**config.mk**
```make
export PLATFORM = sky130hd
export DESIGN_NAME = alu_ctrl_8bit
export DESIGN_NICKNAME = d
export VERILOG_FILES = /design/src/rtl/alu_ctrl_8bit.sv
export SDC_FILE = /design/constraint.sdc
export NUM_CORES = 1
export LEC_CHECK = 0
export ABC_AREA = 1
export CAP_MARGIN = 20
export CORE_MARGIN = 2
export CORE_UTILIZATION = 31
export DETAILED_ROUTE_END_ITERATION = 10
export GPL_ROUTABILITY_DRIVEN = 1
export PLACE_DENSITY = 0.48
export SYNTH_ARGS = -nofsm -noshare
export SYNTH_HDL_FRONTEND = slang
export SYNTH_SLANG_ARGS = --single-unit
```
**constraint.sdc**
```tcl
create_clock -name clk -period 2.68 [get_ports clk]
set_clock_uncertainty 0.15 [all_clocks]
set_input_delay 0.536 -clock clk [delete_from_list [all_inputs] [get_ports clk]]
set_output_delay 0.536 -clock clk [all_outputs]
set_load 0.05 [all_outputs]
```
**src/rtl/alu_ctrl_8bit.sv**
```systemverilog
// alu_ctrl_8bit: valid/ready command front end around an 8-bit ALU, with an optional accumulator
//
// Ports:
//   clk, rst                    rising-edge clock, synchronous active-high reset
//   cmd_valid / cmd_ready       command handshake; cmd_ready is high only in IDLE
//   cmd_op, cmd_a, cmd_b,       opcode (opaque to the controller), signed operands,
//   cmd_cin, cmd_use_acc        carry-in, take operand A from the accumulator
//   rsp_valid / rsp_ready       response handshake
//   rsp_x, rsp_cout, rsp_ov,    registered ALU result and flags
//   rsp_zero
//   acc_q                       accumulator value (8'h00 when the accumulator is not built)
//
// Build option: define ALU_CTRL_ACC_EN to include the accumulator register.
//
// ALU opcodes (ALU_cont): 0000 AND, 0001 OR, 0011 XOR, 1100 NOR,
//   0010 ADD  X = A + B + Cin
//   0110 SUB  X = A - B - Cin, Cout = no borrow
//   0111 SLT  X = (A < B) signed
//   others    X = 0
module alu_ctrl_8bit (
    input  logic       clk,
    input  logic       rst,
    input  logic       cmd_valid,
    output logic       cmd_ready,
    input  logic [3:0] cmd_op,
    input  logic [7:0] cmd_a,
    input  logic [7:0] cmd_b,
    input  logic       cmd_cin,
    input  logic       cmd_use_acc,
    output logic       rsp_valid,
    input  logic       rsp_ready,
    output logic [7:0] rsp_x,
    output logic       rsp_cout,
    output logic       rsp_ov,
    output logic       rsp_zero,
    output logic [7:0] acc_q
);
    localparam logic [1:0] IDLE = 2'd0;
    localparam logic [1:0] EXEC = 2'd1;
    localparam logic [1:0] RESP = 2'd2;

    logic [1:0] state;
    logic       settle;
    logic [3:0] op_q;
    logic [7:0] a_q, b_q, alu_a, x;
    logic       cin_q, cout, ov, zero;
    logic [8:0] sum;
    logic       capture;

    assign cmd_ready = state == IDLE;
    assign rsp_valid = state == RESP;
    // EXEC spans two cycles: the first lets the registered operands settle
    // through the ALU, the second captures the result.
    assign capture   = state == EXEC && settle;

`ifdef ALU_CTRL_ACC_EN
    logic [7:0] acc;
    logic       use_acc_q;
    assign alu_a = use_acc_q ? acc : a_q;
    assign acc_q = acc;
    always_ff @(posedge clk) begin
        if (rst) begin
            acc       <= '0;
            use_acc_q <= 1'b0;
        end else begin
            if (cmd_valid && cmd_ready)
                use_acc_q <= cmd_use_acc;
            if (capture)
                acc <= x;
        end
    end
`else
    logic use_acc_unused;
    assign use_acc_unused = cmd_use_acc;
    assign alu_a = a_q;
    assign acc_q = 8'h00;
`endif

    always_comb begin
        sum  = '0;
        x    = '0;
        cout = 1'b0;
        ov   = 1'b0;
        case (op_q)
            4'b0000: x = alu_a & b_q;
            4'b0001: x = alu_a | b_q;
            4'b0011: x = alu_a ^ b_q;
            4'b1100: x = ~(alu_a | b_q);
            4'b0010: begin
                sum  = {1'b0, alu_a} + {1'b0, b_q} + {8'b0, cin_q};
                x    = sum[7:0];
                cout = sum[8];
                ov   = (alu_a[7] == b_q[7]) && (x[7] != alu_a[7]);
            end
            4'b0110: begin
                // A - B - Cin as A + ~B + ~Cin; carry out means no borrow
                sum  = {1'b0, alu_a} + {1'b0, ~b_q} + {8'b0, ~cin_q};
                x    = sum[7:0];
                cout = sum[8];
                ov   = (alu_a[7] != b_q[7]) && (x[7] != alu_a[7]);
            end
            4'b0111: x = {7'b0, $signed(alu_a) < $signed(b_q)};
            default: x = '0;
        endcase
        zero = x == 8'h00;
    end

    always_ff @(posedge clk) begin
        if (rst) begin
            state    <= IDLE;
            settle   <= 1'b0;
            op_q     <= '0;
            a_q      <= '0;
            b_q      <= '0;
            cin_q    <= 1'b0;
            rsp_x    <= '0;
            rsp_cout <= 1'b0;
            rsp_ov   <= 1'b0;
            rsp_zero <= 1'b0;
        end else begin
            case (state)
                IDLE: if (cmd_valid) begin
                    op_q   <= cmd_op;
                    a_q    <= cmd_a;
                    b_q    <= cmd_b;
                    cin_q  <= cmd_cin;
                    settle <= 1'b0;
                    state  <= EXEC;
                end
                EXEC: if (!settle) begin
                    settle <= 1'b1;
                end else begin
                    rsp_x    <= x;
                    rsp_cout <= cout;
                    rsp_ov   <= ov;
                    rsp_zero <= zero;
                    state    <= RESP;
                end
                RESP: if (rsp_ready) state <= IDLE;
                default: state <= IDLE;
            endcase
        end
    end
endmodule

```
==> summary.md, run 1 <==
| Metric | Value |
|---|---|
| H-tree depth | 2 |
| Dominant cell type by area after synthesis | dfxtp_1 |
| Yosys warns | 0 |
| RSZ-0062 raised after global routing | false |
| Top cell type's share of synthesized area | 25.9% |
| Routability cong. | 0.845 |
| Final setup viols | 0 |
| EDFF count, synth | 0 |
| Initial antenna violation count | 0 |
| Setup bufs post-CTS | 0 |
| GRT Total Usage | 16.0% |
| Post-synthesis instance area | 2700 sq um |
| Die area | 9480 sq um |
| Vias in the first global route | 2538 |
| Outcome | complete, no violations |
| DR pass1 iterations | 4 |
| # rows | 34 |
| Syn_area_per_cell | 6.55 sq um |
| Synth area leaders | dfxtp_1 (26%), ha_1 (11%), nand2_1 (11%) |
| Critical path type | flop to flop |
| Worst-margin pin slew | 0.558 ns |
| FFs w/ async S/R, synth | 0% |
| Peak VDD IR | 0.000216 V |
| Routed vias | 2646 |
| CP startpoint | b_q[0]$_SDFFE_PP0P_ |
| Clock transition at path regs | 0.08 ns |
| Ant diodes | 0 |
| Total grt overflow | 0 |
| Syn Inst Count | 413 |
| Core area | 8590 sq um |
| Crit path time final | 2.43 ns |
| First-pass GRT wire length | 12300 um |
| Main synth FF type | dfxtp_1 |
| Hold crit path type | flop to flop |
| Die Span X | 97.4 um |
| Vias per std cell | 4.77 |
| Finished Layout Cells | 555 |
| Hpwl dp | 5720 um |
| Netlist cell types | 30 |
| Most common cell after layout, fill and taps aside | nand2_1 |
| Final Max Tran Viols | 0 |
| Most frequent cells in the layout | nand2_1 (76), inv_1 (58), nand3_1 (46) |
| PortBufs | 37 |
| Relative slew slack | 62.8% |
| Fin. Hold Viols | 0 |
| Clock buffer count from CTS | 5 |
| CTS tree | done |
| Clk buf depth | 2 |
| Crit Path Max Fanout | 5 |
| WHS | 0.320 ns |
| Critical R2R Capture | rsp_zero$_SDFFE_PP0P_ |
| Layout area overhead | 19.9% |
| Largest net degree at the start of global routing | 44 |
| Placed Instances | 547 |
| Residual DRC | 0 |
| Seq/Total Area, Yosys | 25.9% |
| Final worst path period share | 90.7% |
| Worst Path Required | 2.76 ns |
| Worst R2R Setup Slack | 0.25 ns |
| Initial drt markers | 116 |
| Die Height | 97.4 um |
| Crit path to | rsp_zero$_SDFFE_PP0P_ |
| Antenna Nets Post-Route | 0 |
| Starting Density | 31.5% |
| FF-to-FF Start | b_q[0]$_SDFFE_PP0P_ |
| Top Ports | 47 |
| Hold Buf Count CTS | 0 |
| WL final | 7350 um |
| Register bit total from synthesis | 35 |
| Crit path DAT | 2.51 ns |
| Clk root buf | clkbuf_8 |
| Share of cells above drive strength 1 | 6.26% |
| Worst skew pair latency | 0.29 ns |
| Sink Count | 35 |
| Power Dens Cells | 491 nW/um^2 |
| Routed WL per cell | 13.2 um |
| Max-Cap Viols | 0 |
| Crit path launch type | flop |
| Final nets | 500 |
| Lkg Pwr | 1.53 nW |
| Resize count post-CTS | 0 |
| Max frequency | 411 MHz |
| Setup TNS | 0 ns |
| Setup crit end kind | flop |
| Reg2reg path depth | 13 |
[kinds of logic (layout without fill, tap and decap cells)]
family                     after synthesis  count (layout)  synth area share, %
AOI/OAI and AO/OA                       88              88                 17.8
xor gates and xnor gates                 1               1                0.324
adders and majority gates               28              28                 14.1
buffers and inverters                   84             111                 13.6
DFF                                     35              35                 25.9
other                                    1               8                0.139
and+or+nand+nor                        176             176                 28.2
[worst max-delay path, stage by stage, from the launching register on]
cell and delay, ns:
dfxtp_1 0.38, fa_1 0.47, fa_2 0.40, inv_1 0.07, nand2_1 0.05, nand2_1 0.05, nor2_1 0.04, nor2_1 0.10
nand3_1 0.13, nor2_1 0.13, nand3_1 0.08, nor2_1 0.09, nand3_1 0.09, a21oi_2 0.13
[Yosys cell counts (3+ instances only)]
library cell / instances
dfxtp_1: 35
a21oi_2: 4
nor2_1: 40
buf_4: 11
o21bai_1: 4
nand3b_1: 3
ha_1: 24
a21oi_1: 34
o21ai_0: 37
inv_1: 58
fa_1: 4
nand2_1: 76
inv_2: 4
clkbuf_1: 8
nand3_1: 46
nor3_1: 4
[report_power, final]
part / switching, mW / internal, mW
registers: 0.0335 / 0.559
clock network: 0.215 / 0.182
logic: 0.396 / 0.206
[metal layers]
metal / vias to the layer above / wire length (um) / part of all wire, % / track usage, %
met1: 1208 / 3400 / 46 / 20.9
met4: 0 / 73 / 0.99 / 4.06
li1: 1380 / - / - / -
met3: 6 / 240 / 3.3 / 2.16
met5: - / 0 / 0 / 0
met2: 52 / 3640 / 49 / 27.9
[worst min-delay path by stage]
stage / cells past startpoint / to / start
after floorplan: 2 / settle$_SDFFE_PP0P_ / settle$_SDFFE_PP0P_
after global placement: 2 / settle$_SDFFE_PP0P_ / settle$_SDFFE_PP0P_
after detailed placement: 2 / settle$_SDFFE_PP0P_ / settle$_SDFFE_PP0P_
after CTS: 2 / settle$_SDFFE_PP0P_ / settle$_SDFFE_PP0P_
after global routing: 2 / settle$_SDFFE_PP0P_ / settle$_SDFFE_PP0P_
final: 2 / settle$_SDFFE_PP0P_ / settle$_SDFFE_PP0P_
[sequential cells by signal, summed over array words and instances (netlist names)]
signal,cells
b_q,8
cin_q,1
rsp_x,8
a_q,8
rsp_cout,1
rsp_ov,1
state,2
op_q,4
rsp_zero,1
settle,1
[stage by stage]
stage / cell area (sq um) / power (mW) / util (%) / setup slack, ns
floorplan: 2730 / 1.04 / - / 0.359
global placement: 3140 / 1.20 / 36.6 / 0.117
detailed placement: 3140 / 1.21 / 36.6 / 0.0607
CTS: 3230 / 1.60 / 37.6 / 0.0352
global route: 3240 / 1.71 / 37.7 / 0.0464
finish: 3240 / 1.59 / 37.7 / 0.248
[cell type report]
type,instances,area (sq um)
Clock inverter,2,12.5
Clock buffer,6,72.6
Timing Repair Buffer,41,413
Sequential cell,35,702
Multi-Input combinational cell,301,1670
Inverter,62,233
Tap cell,108,135
Fill cell,976,5350
Note: power is estimated with default switching activity, not from simulation.
==> inputs of run 2 (changes only) <==
--- a/config.mk
+++ b/config.mk
@@ -8,10 +8,10 @@
 export ABC_AREA = 1
 export CAP_MARGIN = 20
 export CORE_MARGIN = 2
-export CORE_UTILIZATION = 31
+export CORE_UTILIZATION = 47
 export DETAILED_ROUTE_END_ITERATION = 10
 export GPL_ROUTABILITY_DRIVEN = 1
-export PLACE_DENSITY = 0.48
+export PLACE_DENSITY = 0.68
 export SYNTH_ARGS = -nofsm -noshare
 export SYNTH_HDL_FRONTEND = slang
 export SYNTH_SLANG_ARGS = --single-unit
==> run 2 against run 1 <==
Net effect: non-clock buffer count is the same; global-route usage grew 6.8 points; clock-buffer cell count shrank 1; wire length shrank 5.2%; core utilization grew 20 points; clock power grew 24%; combinational power shrank 1%; critical path depth grew 1; worst setup slack lost 0.11 ns; sequential power is essentially flat; sequential share of layout area grew 0.20 points; critical endpoint unchanged; highest routed layer unchanged.
==> summary.md, run 2 (same netlist as run 1, synthesis figures left out) <==
| Metric | Value |
|---|---|
| Outcome | complete, no violations |
| WL final | 6970 um (-5.2%) |
| Final Max Tran Viols | 0 (unchanged) |
| Routed WL per cell | 13.4 um (+1.4%) |
| PortBufs | 37 (unchanged) |
| Placed Instances | 511 (-6.6%) |
| Ant diodes | 0 (unchanged) |
| Post-layout util | 57.9% (+20 points) |
| Die Span X | 79.8 um (-18%) |
| Power Dens Cells | 523 nW/um^2 (+6.4%) |
| Setup crit end kind | flop |
| Total grt overflow | 0 (unchanged) |
| Worst skew pair latency | 0.29 ns (about the same) |
| CTS tree | done |
| Top Registers | a_q (8), b_q (8), rsp_x (8) |
| Crit Path Max Fanout | 4 (-1) |
| RSZ-0062 raised after global routing | false |
| Final worst path period share | 95.0% (+4.2 points) |
| DP Area | 3090 sq um (-1.8%) |
| Crit path time final | 2.55 ns (+0.114 ns) |
| Final setup viols | 0 (unchanged) |
| Sink Count | 35 (unchanged) |
| Power Total | 1.68 mW (+5.4%) |
| Most frequent cells in the layout | nand2_1 (76), inv_1 (58), nand3_1 (45) |
| Layout area overhead | 18.7% |
| Initial antenna violation count | 0 (unchanged) |
| Peak VDD IR | 0.000364 V (+69%) |
| Die Height | 79.8 um (-18%) |
| Vias per std cell | 5.13 (+7.7%) |
| Vias in the first global route | 2494 (-1.7%) |
| Largest net degree at the start of global routing | 25 (-43%) |
| Starting Density | 48.8% (+17 points) |
| Clk buf depth | 2 (unchanged) |
| Critical path type | flop to flop |
| Crit path DAT | 2.63 ns (+0.12 ns) |
| First-pass GRT wire length | 11300 um (-7.6%) |
| Clock buffer count from CTS | 5 (unchanged) |
| Core area | 5540 sq um (-36%) |
| Final instance area | 3210 sq um (-0.93%) |
| Share of cells above drive strength 1 | 6.26% (unchanged) |
| Relative slew slack | 66.6% (+3.8 points) |
| Clk root buf | clkbuf_8 |
| Max frequency | 393 MHz (-4.5%) |
| Hold Buf Count CTS | 0 (unchanged) |
| # rows | 27 (-21%) |
| Top Ports | 47 (unchanged) |
| Worst-margin pin slew | 0.500 ns (-0.0579 ns) |
| Antenna Nets Post-Route | 0 (unchanged) |
| Finished Layout Cells | 519 (-6.5%) |
| Most common cell after layout, fill and taps aside | nand2_1 |
| H-tree depth | 2 (unchanged) |
| DR pass1 iterations | 5 (+1) |
| Final nets | 500 (unchanged) |
| Worst Path Required | 2.76 ns (about the same) |
| Crit path launch type | flop |
| Initial drt markers | 187 (+61%) |
| Die area | 6380 sq um (-33%) |
| Hold crit path type | flop to flop |
| Lkg Pwr | 1.55 nW (+1.3%) |
| Hpwl dp | 5420 um (-5.2%) |
| Setup TNS | 0 ns (unchanged) |
| Max-Cap Viols | 0 (unchanged) |
| Residual DRC | 0 (unchanged) |
| Clock transition at path regs | 0.08 ns (about the same) |
| Routability cong. | 0.906 (+7.2%) |
| Routed vias | 2665 (+0.72%) |
| GRT Total Usage | 22.9% (+6.8 points) |
| Fin. Hold Viols | 0 (unchanged) |
-- run 2: area by class of cell --
cell class	count	area [sq um]
Clock buffer	5	68.8
Sequential cell	35	702
Timing Repair Buffer	41	400
Multi-Input combinational cell	301	1670
Fill cell	579	2330
Tap cell	72	90.1
Inverter	62	233
Clock inverter	3	43.8
-- run 2: routing by layer --
metal  wire (um)  track usage (%)
met1        3220             29.2
met2        3330             39.2
met3         302             3.85
met4         108             7.29
met5           0                0
-- run 2: what timing repair did --
| action | 4_1_cts | 5_1_grt |
|---|---|---|
| gates resized for setup | 1 | 3 |
| setup endpoints to repair | 1 | 1 |
| pin swaps | 0 | 1 |
| setup buffers | 0 | 0 |
-- run 2: path summary, 6_finish.rpt --
kind                             from               endpoint  slack, ns  cells after the start
hold reg to reg   settle$_SDFFE_PP0P_    settle$_SDFFE_PP0P_       0.32                      2
setup / recovery  a_q[0]$_SDFFE_PP0P_  rsp_zero$_SDFFE_PP0P_       0.13                     14
hold / removal    settle$_SDFFE_PP0P_    settle$_SDFFE_PP0P_       0.32                      2
setup reg to reg  a_q[0]$_SDFFE_PP0P_  rsp_zero$_SDFFE_PP0P_       0.13                     14
-- run 2: where the power goes --
| part | internal (mW) | switching, mW |
|---|---|---|
| clock network | 0.277 | 0.214 |
| registers | 0.559 | 0.0338 |
| logic | 0.203 | 0.392 |
-- run 2: worst max-delay path: stages, from the launching register on --
cell and delay (ns):
dfxtp_2 0.36, inv_1 0.10, fa_2 0.42, fa_2 0.37, inv_1 0.09, nand2_1 0.07
nand2_1 0.12, nand2_1 0.06, nand3_1 0.07, nand2_1 0.06, nor2_1 0.16, nand3_1 0.11
nor2_1 0.10, nand3_1 0.11, a21oi_2 0.14
-- run 2: metrics by stage --
| step | hold slack [ns] | setup slack [ns] |
|---|---|---|
| finish | 0.323 | 0.134 |
| global route | 0.345 | 0.0164 |
| CTS | 0.330 | 0.0255 |
| detailed placement | 0.319 | 0.0288 |
| global placement | 0.301 | 0.108 |
| floorplan | 0.285 | 0.359 |
==> inputs of run 3 (changes only) <==
--- a/config.mk
+++ b/config.mk
@@ -10,7 +10,7 @@
 export CORE_MARGIN = 2
 export CORE_UTILIZATION = 47
 export DETAILED_ROUTE_END_ITERATION = 10
-export GPL_ROUTABILITY_DRIVEN = 1
+export GPL_ROUTABILITY_DRIVEN = 0
 export PLACE_DENSITY = 0.68
 export SYNTH_ARGS = -nofsm -noshare
 export SYNTH_HDL_FRONTEND = slang
==> run 3 against run 2 <==
Net effect: combinational power decreased by 0.8%; core utilization is the same; maximum frequency is 4.9% higher; non-clock buffer count is 1 lower; sequential power is essentially flat; worst setup slack better by 0.12 ns; cell count fell by 0.19%; worst hold slack improved by 0.0086 ns; wire length shrank 5.1%; critical endpoint unchanged.
==> summary.md, run 3 (same netlist as run 1, synthesis figures left out) <==
| Metric | Value |
|---|---|
| Outcome | complete, no violations |
| Place WS | 0.0358 ns (+0.00698 ns) |
| Hold crit path type | flop to flop |
| Power Dens Cells | 518 nW/um^2 (-0.99%) |
| Final Max Tran Viols | 0 (unchanged) |
| Ant diodes | 0 (unchanged) |
| Top Ports | 47 (unchanged) |
| Most common cell after layout, fill and taps aside | nand2_1 |
| Final worst path period share | 90.6% (-4.4 points) |
| DR pass1 iterations | 5 (unchanged) |
| Antenna Nets Post-Route | 0 (unchanged) |
| Sw Ratio | 37.5% (-0.63 points) |
| Crit path top cell by count | nand3_1 |
| Crit Path Max Fanout | 4 (unchanged) |
| CTS tree | done |
| Sequential power share | 35.7% (+0.4 points) |
| Hold Buf Count CTS | 0 (unchanged) |
| Max frequency | 412 MHz (+4.9%) |
| Fillers | 577 (-0.35%) |
| Worst-margin pin slew | 0.502 ns (+0.00192 ns) |
| Fin. Hold Viols | 0 (unchanged) |
| Critical R2R Capture | rsp_zero$_SDFFE_PP0P_ |
| Max-Cap Viols | 0 (unchanged) |
| WP buf/inv | 2 (unchanged) |
| Clock power frac | 28.8% (-0.4 points) |
| Crit path launch type | flop |
| Crit path DAT | 2.51 ns (-0.12 ns) |
| Largest stage delay, worst path | 0.53 ns (+0.11 ns) |
| Vias in the first global route | 2397 (-3.9%) |
| H-tree depth | 2 (unchanged) |
| Routed WL per cell | 12.8 um (-5.0%) |
| Setup TNS | 0 ns (unchanged) |
| RSZ-0062 raised after global routing | false |
| Clock transition at path regs | 0.08 ns (about the same) |
| Sw power | 0.623 mW (-2.6%) |
| Reg2reg path depth | 12 (-2) |
| Final setup viols | 0 (unchanged) |
| Initial antenna violation count | 0 (unchanged) |
| Total grt overflow | 0 (unchanged) |
| Clk buf depth | 2 (unchanged) |
| CP startpoint | a_q[0]$_SDFFE_PP0P_ |
| Worst R2R Setup Slack | 0.25 ns (+0.12 ns) |
| Crit-path leading delay family | adder cells |
| CP max-delay cell | fa_2 |
| Die Span X | 79.8 um (unchanged) |
| Worst Path Required | 2.76 ns (about the same) |
| GRT Total Usage | 21.9% (-0.93 points) |
| Lkg Pwr | 1.54 nW (-0.49%) |
| Worst hold stages | 2 (unchanged) |
| Starting Density | 48.8% (unchanged) |
| Setup crit end kind | flop |
| Critical path type | flop to flop |
| Logic pwr share | 35.5% (about the same) |
| Hpwl dp | 5090 um (-6.0%) |
| Routed vias | 2698 (+1.2%) |
| Clk root buf | clkbuf_8 |
| Sink Count | 35 (unchanged) |
| Final nets | 499 (-0.20%) |
| FF-to-FF Start | a_q[0]$_SDFFE_PP0P_ |
| Clock buffer count from CTS | 5 (unchanged) |
| Residual DRC | 0 (unchanged) |
| PortBufs | 37 (unchanged) |
| Core area | 5540 sq um (unchanged) |
| Crit path time final | 2.43 ns (-0.119 ns) |
| Share of cells above drive strength 1 | 6.95% (+0.69 points) |
| Hold Path Sink | settle$_SDFFE_PP0P_ |
| Initial drt markers | 205 (+9.6%) |
| Pint | 1.04 mW (about the same) |
| Cell Chain, Critical Path | inv_2 > fa_2 > fa_2 > nand3b_1 > nand2_1 > inv_1 > nand3_1 > nor2_1 > nand3_1 > nor2_1 > nand3_1 > a21oi_2 |
| Relative slew slack | 66.4% (-0.13 points) |
| Vias per std cell | 5.21 (+1.4%) |
| Die area | 6380 sq um (unchanged) |
| Largest net degree at the start of global routing | 44 (+76%) |
| Worst min-delay path startpoint | settle$_SDFFE_PP0P_ |
| # rows | 27 (unchanged) |
| Most frequent cells in the layout | nand2_1 (76), inv_1 (57), nand3_1 (45) |
| PnR worst setup slack | 0.253 ns (+0.119 ns) |
| Top Registers | a_q (8), b_q (8), rsp_x (8) |
| First-pass GRT wire length | 10900 um (-4.2%) |
| Worst skew pair latency | 0.29 ns (about the same) |
| Die Height | 79.8 um (unchanged) |
| WL final | 6610 um (-5.1%) |
| Layout area overhead | 18.7% (unchanged) |
| Peak VDD IR | 0.000343 V (-5.9%) |
run 3: cell count changes in the layout (fill, tap and decap cells not counted), sizes merged:
cell / previous run / this run
buf: 4 / 3
run 3: power by group through the flow:
stage | combinational, mW | clock [mW] | sequential (mW)
6_report | 0.590 | 0.479 | 0.594
5_1_grt | 0.662 | 0.512 | 0.599
4_1_cts | 0.581 | 0.490 | 0.593
3_5_place_dp | 0.578 | 0 | 0.605
3_3_place_gp | 0.572 | 0 | 0.603
2_1_floorplan | 0.420 | 0 | 0.622
run 3: worst min-delay path, delay by kind of cell (launching register included):
family | cells | cell delay [ns]
flops | 1 | 0.32
simple gates | 1 | 0.06
compound gates | 1 | 0.06
run 3: repair_timing:
| action | 4_1_cts | 5_1_grt |
|---|---|---|
| endpoints found under the hold margin | 0 | 0 |
| endpoints found under the setup margin | 0 | 2 |
| buffers inserted | 0 | 0 |
| resized for setup | 0 | 8 |
run 3: layout make-up:
cell class	count	area [sq um]	area share, %
Inverter	62	233	7.25
Sequential cell	35	702	21.9
Clock buffer	5	68.8	2.14
Timing Repair Buffer	40	393	12.2
Tap cell	72	90.1	2.81
Clock inverter	3	43.8	1.36
Multi-Input combinational cell	301	1680	52.3
run 3: how the worst max path moves through the flow:
stage | depth (start not counted) | to
finish | 12 | rsp_zero$_SDFFE_PP0P_
global route | 13 | rsp_zero$_SDFFE_PP0P_
CTS | 14 | rsp_zero$_SDFFE_PP0P_
detailed placement | 14 | rsp_zero$_SDFFE_PP0P_
global placement | 14 | rsp_zero$_SDFFE_PP0P_
floorplan | 14 | rsp_zero$_SDFFE_PP0P_
run 3: per-stage QoR:
stage               std cells  util [%]  power, mW  instance area [sq um]  hold WS (ns)
global route              518      57.9       1.77                   3210         0.377
floorplan                 420         -       1.04                   2730         0.285
finish                    518      57.9       1.66                   3210         0.331
CTS                       518      57.6       1.66                   3190         0.334
global placement          510      55.6       1.17                   3080         0.300
detailed placement        510      55.6       1.18                   3080         0.323
run 3: metal layers:
layer / up-vias / wire length, um / global-route usage (%) / share of wire [%]
met4: 0 / 76 / 8.14 / 1.2
met5: - / 0 / 0 / 0
met3: 6 / 313 / 3.51 / 4.7
met1: 1245 / 3080 / 29.1 / 47
met2: 71 / 3140 / 36.0 / 47
li1: 1376 / - / - / -
